## config.mk

```make
export PLATFORM = sky130hd
export DESIGN_NAME = serial_subtr
export DESIGN_NICKNAME = d
export VERILOG_FILES = /design/src/rtl/serial_subtr.sv
export SDC_FILE = /design/constraint.sdc
export NUM_CORES = 1
export LEC_CHECK = 0
export CORE_MARGIN = 5
export CORE_UTILIZATION = 25
export CTS_CLUSTER_DIAMETER = 30
export DETAILED_ROUTE_END_ITERATION = 12
export MAX_ROUTING_LAYER = met4
export PLACE_DENSITY = 0.53
export SYNTH_ARGS = -nofsm -noshare
export SYNTH_HDL_FRONTEND = slang
export SYNTH_SLANG_ARGS = --single-unit
```

## constraint.sdc

```tcl
create_clock -name clk -period 1.5 [get_ports clk]
set_input_delay 0.15 -clock clk [delete_from_list [all_inputs] [get_ports clk]]
set_output_delay 0.15 -clock clk [all_outputs]
set_load 0.01 [all_outputs]
```

## src/rtl/serial_subtr.sv

```systemverilog
// Bit-serial subtractor: a - b - bin over WIDTH cycles, LSB first, using one
// full-subtractor cell and a registered borrow. start/busy/done host handshake.
module serial_subtr #(
   parameter int unsigned WIDTH = 8
) (
   input  logic             clk,
   input  logic             rst_n,
   input  logic             start,
   input  logic [WIDTH-1:0] a,
   input  logic [WIDTH-1:0] b,
   input  logic             bin,
   output logic             busy,
   output logic             done,
   output logic [WIDTH-1:0] diff,
   output logic             borrow,
   output logic             ovf
);

   localparam int unsigned CW = $clog2(WIDTH);

   typedef enum logic [1:0] {StIdle, StRun, StDone} state_e;

   state_e           state_q, state_d;
   logic [WIDTH-1:0] a_q, a_d;
   logic [WIDTH-1:0] b_q, b_d;
   logic [WIDTH-1:0] res_q, res_d;
   logic [WIDTH-1:0] diff_q, diff_d;
   logic [CW-1:0]    cnt_q, cnt_d;
   logic             br_q, br_d;
   logic             borrow_q, borrow_d;
   logic             ovf_q, ovf_d;

   logic             d_bit;
   logic             br_next;
   logic             last;

   // Single full-subtractor cell; operands shift right so bit[count] is always at [0].
   assign d_bit   = a_q[0] ^ b_q[0] ^ br_q;
   assign br_next = (~a_q[0] & b_q[0]) | (~(a_q[0] ^ b_q[0]) & br_q);
   assign last    = (cnt_q == CW'(WIDTH - 1));

   always_comb begin
      state_d  = state_q;
      a_d      = a_q;
      b_d      = b_q;
      res_d    = res_q;
      diff_d   = diff_q;
      cnt_d    = cnt_q;
      br_d     = br_q;
      borrow_d = borrow_q;
      ovf_d    = ovf_q;

      unique case (state_q)
         StIdle, StDone: begin
            if (start) begin
               a_d     = a;
               b_d     = b;
               br_d    = bin;
               res_d   = '0;
               cnt_d   = '0;
               state_d = StRun;
            end else begin
               state_d = StIdle;
            end
         end
         StRun: begin
            a_d   = a_q >> 1;
            b_d   = b_q >> 1;
            res_d = {d_bit, res_q[WIDTH-1:1]};
            br_d  = br_next;
            cnt_d = cnt_q + CW'(1);
            if (last) begin
               // br_q here is the borrow into the MSB cell.
               diff_d   = {d_bit, res_q[WIDTH-1:1]};
               borrow_d = br_next;
               ovf_d    = br_q ^ br_next;
               cnt_d    = '0;
               state_d  = StDone;
            end
         end
         default: state_d = StIdle;
      endcase
   end

   always_ff @(posedge clk or negedge rst_n) begin
      if (!rst_n) begin
         state_q  <= StIdle;
         a_q      <= '0;
         b_q      <= '0;
         res_q    <= '0;
         diff_q   <= '0;
         cnt_q    <= '0;
         br_q     <= 1'b0;
         borrow_q <= 1'b0;
         ovf_q    <= 1'b0;
      end else begin
         state_q  <= state_d;
         a_q      <= a_d;
         b_q      <= b_d;
         res_q    <= res_d;
         diff_q   <= diff_d;
         cnt_q    <= cnt_d;
         br_q     <= br_d;
         borrow_q <= borrow_d;
         ovf_q    <= ovf_d;
      end
   end

   assign busy   = (state_q == StRun);
   assign done   = (state_q == StDone);
   assign diff   = diff_q;
   assign borrow = borrow_q;
   assign ovf    = ovf_q;

endmodule

```

[Word level (Yosys, flattened, before mapping)]
Index checks and enable logic that the tools add are counted.
Cells by class
  reduce and logical (&&, ||, !) cells: 5
  equality and inequality tests: 5
  add/subtract/negate cells: 1
  multiplexer cells: 14
  bitwise gates (word level): 8
Operators with widths (count)
  $pmux 8 s2: 3
  $mux 8: 3
  $mux 3: 2
  $pmux 3 s2: 1
  $pmux 2 s2: 1
  $reduce_and 2->1: 2
  $add 3x1->3 const B: 1
  $eq 3x3->1 const B: 1
  $xor 1x1->1: 3
  $and 1x1->1: 2
  $eq 2x1->1 const B: 1
  $eq 2x2->1 const B: 1
  $logic_not 2->1: 1
  $mux 1: 2
  $mux 2: 1
  $ne 2x1->1 const B: 1
  $ne 2x2->1 const B: 1
  $not 1->1: 2
  $pmux 1 s2: 1
  $reduce_bool 2->1: 1
  $reduce_or 2->1: 1
  $or 1x1->1: 1
Storage, ports and cells
  logic and storage cells: 42
  bits in registers: 40

[Depth between registers and ports, before layout]
  depth after elaboration: 5
  mapped depth: 6
  gate-level depth less buffers: 5

[Worst setup path after synthesis]
No wires, ideal clock.
  path type: reg2reg
  start: register cnt_q[0]
  end: register diff_q[3], in the netlist diff[3]
  stages on the path, launching flop included: 6
  data required time: 1375 ps
  arrival: 1326 ps
  library setup time: 125 ps
  path slack: 49 ps
  cells stage by stage: dfrtp_1 ha_1 ha_1 nand3b_4 buf_6 mux2_4
Between the ends
  cells in the longest elaborated chain, start to end: 2
Ends and longest elaborated chain
  from (decl): RTL line 28  | logic [CW-1:0] cnt_q, cnt_d;
  from (signal assigned): RTL line 102  | cnt_q <= cnt_d;
  $eq 3x3->1: RTL line 40  | assign last = (cnt_q == CW'(WIDTH - 1));
  $reduce_and 2->1 (no source line)
  to (signal assigned): RTL line 101  | diff_q <= diff_d;
  to (decl): RTL line 27  | logic [WIDTH-1:0] diff_q, diff_d;
No other way between the ends.
A chain may end at the register's enable or synchronous reset.

[Worst setup path in the final report]
  start: register cnt_q[0]
  end: register diff_q[5], in the netlist diff[5]
Same word-level chain as after synthesis.

==> results summary <==
The number of sinks handled by clock tree synthesis came out at 39. The total wirelength of the detailed-routed design is 3950 um. The die outline area is 0.00954 mm2. The clock-pin slew on the worst setup and hold paths came out at 90 ps. The area of the mapped netlist is slightly below 0.002 mm2. Clock tree synthesis selected as its root buffer the cell clkbuf_8. At the pin with the least slew margin, the transition time is 513 ps. Internal power comes to between 3 and 4 mW. The global-route wire length before repair came out at 6890 um. Among all flip-flop cells after synthesis, the most frequent one is dfrtp_1.

The clock insertion delay at the later pin of the skew report is 290 ps. The number of global-route vias before repair is 1375. The total power divided by cell area came out at about 1900 mW/mm2. The initial cell density of the core is 0.253. The final period utilization came out at 0.942. The clock tree buffer depth is 2. The synthesis warning total is 0. The relative slew slack is 0.658.

The pin count of the biggest net entering global routing is 40. The die is 97.7 um tall. The final-report max-slew violation count is 0. The number of register bits inferred by synthesis is 39. After detailed routing, the number of vias per cell comes to 4.40. The count of flip-flops with a built-in enable after synthesis is 0.

By startpoint and endpoint, the worst setup path is classified as flop to flop. TritonCTS created 5 clock buffers. When the netlist entered floorplanning its net count stood at 185. Of the cells placed in the final design, the portion with a size suffix greater than 1 is 0.175.

The total overflow left after global routing is 0. The switching part of the total came out at 0.337. Of the post-synthesis cell area, the dominant cell type holds 0.508. After the first detailed-routing iteration, the DRC count stood at 60.

The share of total power dissipated in sequential elements is 0.401. The number of distinct library cells after synthesis is 30. VDD sags by at most 0.559 mV. For this run, the register share of the synthesized area comes to 0.508. The static leakage power came out at 1.06 nW.

32 I/O pins were placed. The total negative slack came out at 0 ps. By area the synthesized netlist is led by dfrtp_1 51%, mux2i_1 9.9%, a211oi_1 4.7%. The clock network fraction of total power came out at 0.192.

The maximum clock rate is 708 MHz. The relative area change from synthesis to final layout is 29.6%. The run finished with clean final reports. The H-tree was split into 2 levels. Counting flops with an async set or reset pin after synthesis yields a share of 1.00. In this run the tool buffered the top-level ports with 31 buffer cells.

The clock tree skew after final layout is 11.0 ps. The final layout net count came out at 222. The HPWL after detailed placement is 2660 um.

The antenna diode count came out at 0. The number of antenna violations at the first check in global routing came out at 0. Setup repair after global routing left no endpoint under its margin. The number of remaining DRC errors came out at 0. In this run the critical register-to-register path is launched from cnt_q[0]$_DFFE_PN0P_. The cell row count is 32. The kind of end point of the critical path is a flop. STA classifies the critical path startpoint as a flop. The synthesized area divided by synthesized cell count is 11.9 um2. The horizontal extent of the die came out at 97.7 um. The number of vias in the routed layout is 1330. At the end of routability-driven placement, the weighted congestion stood at 0.698. The flop-to-flop setup slack came out at 90 ps. The total routing usage reported by global routing came out at 0.0908.

Counting cells, the worst reg-to-reg path comes to 4. TritonCTS built the clock tree. The shortest period the worst path allows is 1410 ps. The endpoint identified for the worst register-to-register timing path is diff[5]$_DFFE_PN0P_.

The net switching power is 1.56 mW. The gate count after technology mapping is 162. Across the run, the number of max-cap violations was 0.

The required time reported for the critical path endpoint is 1680 ps. The critical-path maximum fanout came out at 4. The final-report setup violation count is 0. The placeable core region is 0.00761 mm2. The data arrival time of the critical path is 1590 ps. Of all cell types, the one taking the most synthesized area is dfrtp_1.

The min-delay analysis places its worst path in the category input pin to async pin. Across all setup checks in the final design, the least slack found is 87.7 ps. In this run the remaining antenna-violating nets after routing total 0. The detailed-route wire length per cell came out at 13.1 um. The first-pass detailed-route iteration total came out at 4.

Before CTS, the worst setup slack after placement is between 15 and 20 ps. The part of the total power dissipated in combinational logic came out at 0.407. The hold violation total from the final report came out at 0.
[worst max path at each step]
stage | endpoint | slack (ps) | cells past startpoint | start
6_report | diff[5]$_DFFE_PN0P_ | 90 | 4 | cnt_q[0]$_DFFE_PN0P_
5_1_grt | ovf$_DFFE_PN0P_ | 10 | 6 | cnt_q[0]$_DFFE_PN0P_
4_1_cts | diff[0]$_DFFE_PN0P_ | 6 | 4 | cnt_q[0]$_DFFE_PN0P_
3_5_place_dp | diff[0]$_DFFE_PN0P_ | 20 | 4 | cnt_q[0]$_DFFE_PN0P_
3_3_place_gp | diff[2]$_DFFE_PN0P_ | 60 | 4 | cnt_q[0]$_DFFE_PN0P_
2_1_floorplan | diff[3]$_DFFE_PN0P_ | 50 | 5 | cnt_q[0]$_DFFE_PN0P_
[power groups by stage]
stage	registers, mW	clock network [mW]	logic (mW)
3_5_place_dp	1.87	0	1.90
5_1_grt	1.93	0.944	2.12
3_3_place_gp	1.87	0	1.87
4_1_cts	1.86	0.906	1.90
2_1_floorplan	1.83	0	1.30
6_report	1.85	0.885	1.88
[logic make-up after synthesis]
| family | count (synthesis) | share of synthesized area |
|---|---|---|
| flip-flops | 39 | 0.508 |
| adder cells (fa/ha/maj) | 3 | 0.0234 |
| AND/OR/NAND/NOR | 29 | 0.0924 |
| XOR/XNOR | 1 | 0.00456 |
| multiplexers | 28 | 0.161 |
| AO/OA/AOI/OAI | 44 | 0.156 |
| buffers and inverters | 18 | 0.0547 |
[cells in the mapped netlist, drive strengths merged, types with 2 or more instances]
master	number
a211oi	12
a21oi	14
a221o	2
a22o	4
and3	2
buf	10
clkbuf	3
dfrtp	39
ha	2
inv	5
mux2	9
mux2i	19
nand2	8
nand3	2
nor2b	14
o21ai	9
[layout by cell type, fill, tap and decap left out, drive strengths merged]
cell type	n
a32o	1
clkdlybuf4s50	28
nor2b	14
clkinv	2
nor4	1
a22o	4
buf	11
a21o	1
fa	1
dlygate4sd2	2
nand3	2
bufinv	1
inv	5
ha	2
and3	2
nor2	1
nand2	8
a21oi	14
clkbuf	5
nand3b	2
xor2	1
o211a	1
dlygate4sd3	1
o21ai	9
dfrtp	39
a221o	2
mux2i	19
mux2	9
a211oi	12
[critical path, cell delays in order, from the launching register on]
cell and delay [ps]:
dfrtp_1 410, ha_1 210, ha_2 200, nand3b_2 160, mux2_4 310
[stage by stage]
stage / power, mW / std cells / hold slack (ps) / util / cell area (um2)
6_report: 4.62 / 302 / 443 / 0.327 / 2490
5_1_grt: 4.99 / 302 / 517 / 0.327 / 2490
4_1_cts: 4.66 / 301 / 463 / 0.326 / 2480
3_5_place_dp: 3.78 / 292 / 247 / 0.310 / 2360
3_3_place_gp: 3.74 / 292 / 250 / 0.310 / 2360
2_1_floorplan: 3.13 / 162 / -146 / - / 1920
[registers in the layout (all words and copies together) (netlist names)]
name and count:
res_q 7, diff 8, borrow 1, b_q 8, br_q 1, cnt_q 3, ovf 1, a_q 8
state_q 2
[final cells by class]
type / instances / area (um2)
clock buffer: 5 / 68.8
clock inverter: 3 / 43.8
fill: 785 / 5120
inverter: 5 / 18.8
multi-input combinational: 106 / 855
sequential: 39 / 977
tap: 102 / 128
timing repair buffer: 42 / 400
[routing by layer]
| metal | track usage | vias to the layer above | share of wire |
|---|---|---|---|
| li1 | - | 660 | - |
| met1 | 0.125 | 638 | 0.52 |
| met2 | 0.130 | 29 | 0.43 |
| met3 | 0.0273 | 3 | 0.043 |
| met4 | 0.0256 | 0 | 0.0048 |
| met5 | - | - | 0 |
[what timing repair did]
action,4_1_cts,5_1_grt
setup buffers,0,0
pin swaps,0,1
gates cloned,0,1
hold buffers,1,0
endpoints found under the setup margin,2,8
gates resized for setup,3,1
hold endpoints to repair,39,0
(Power assumes the default switching activity.)
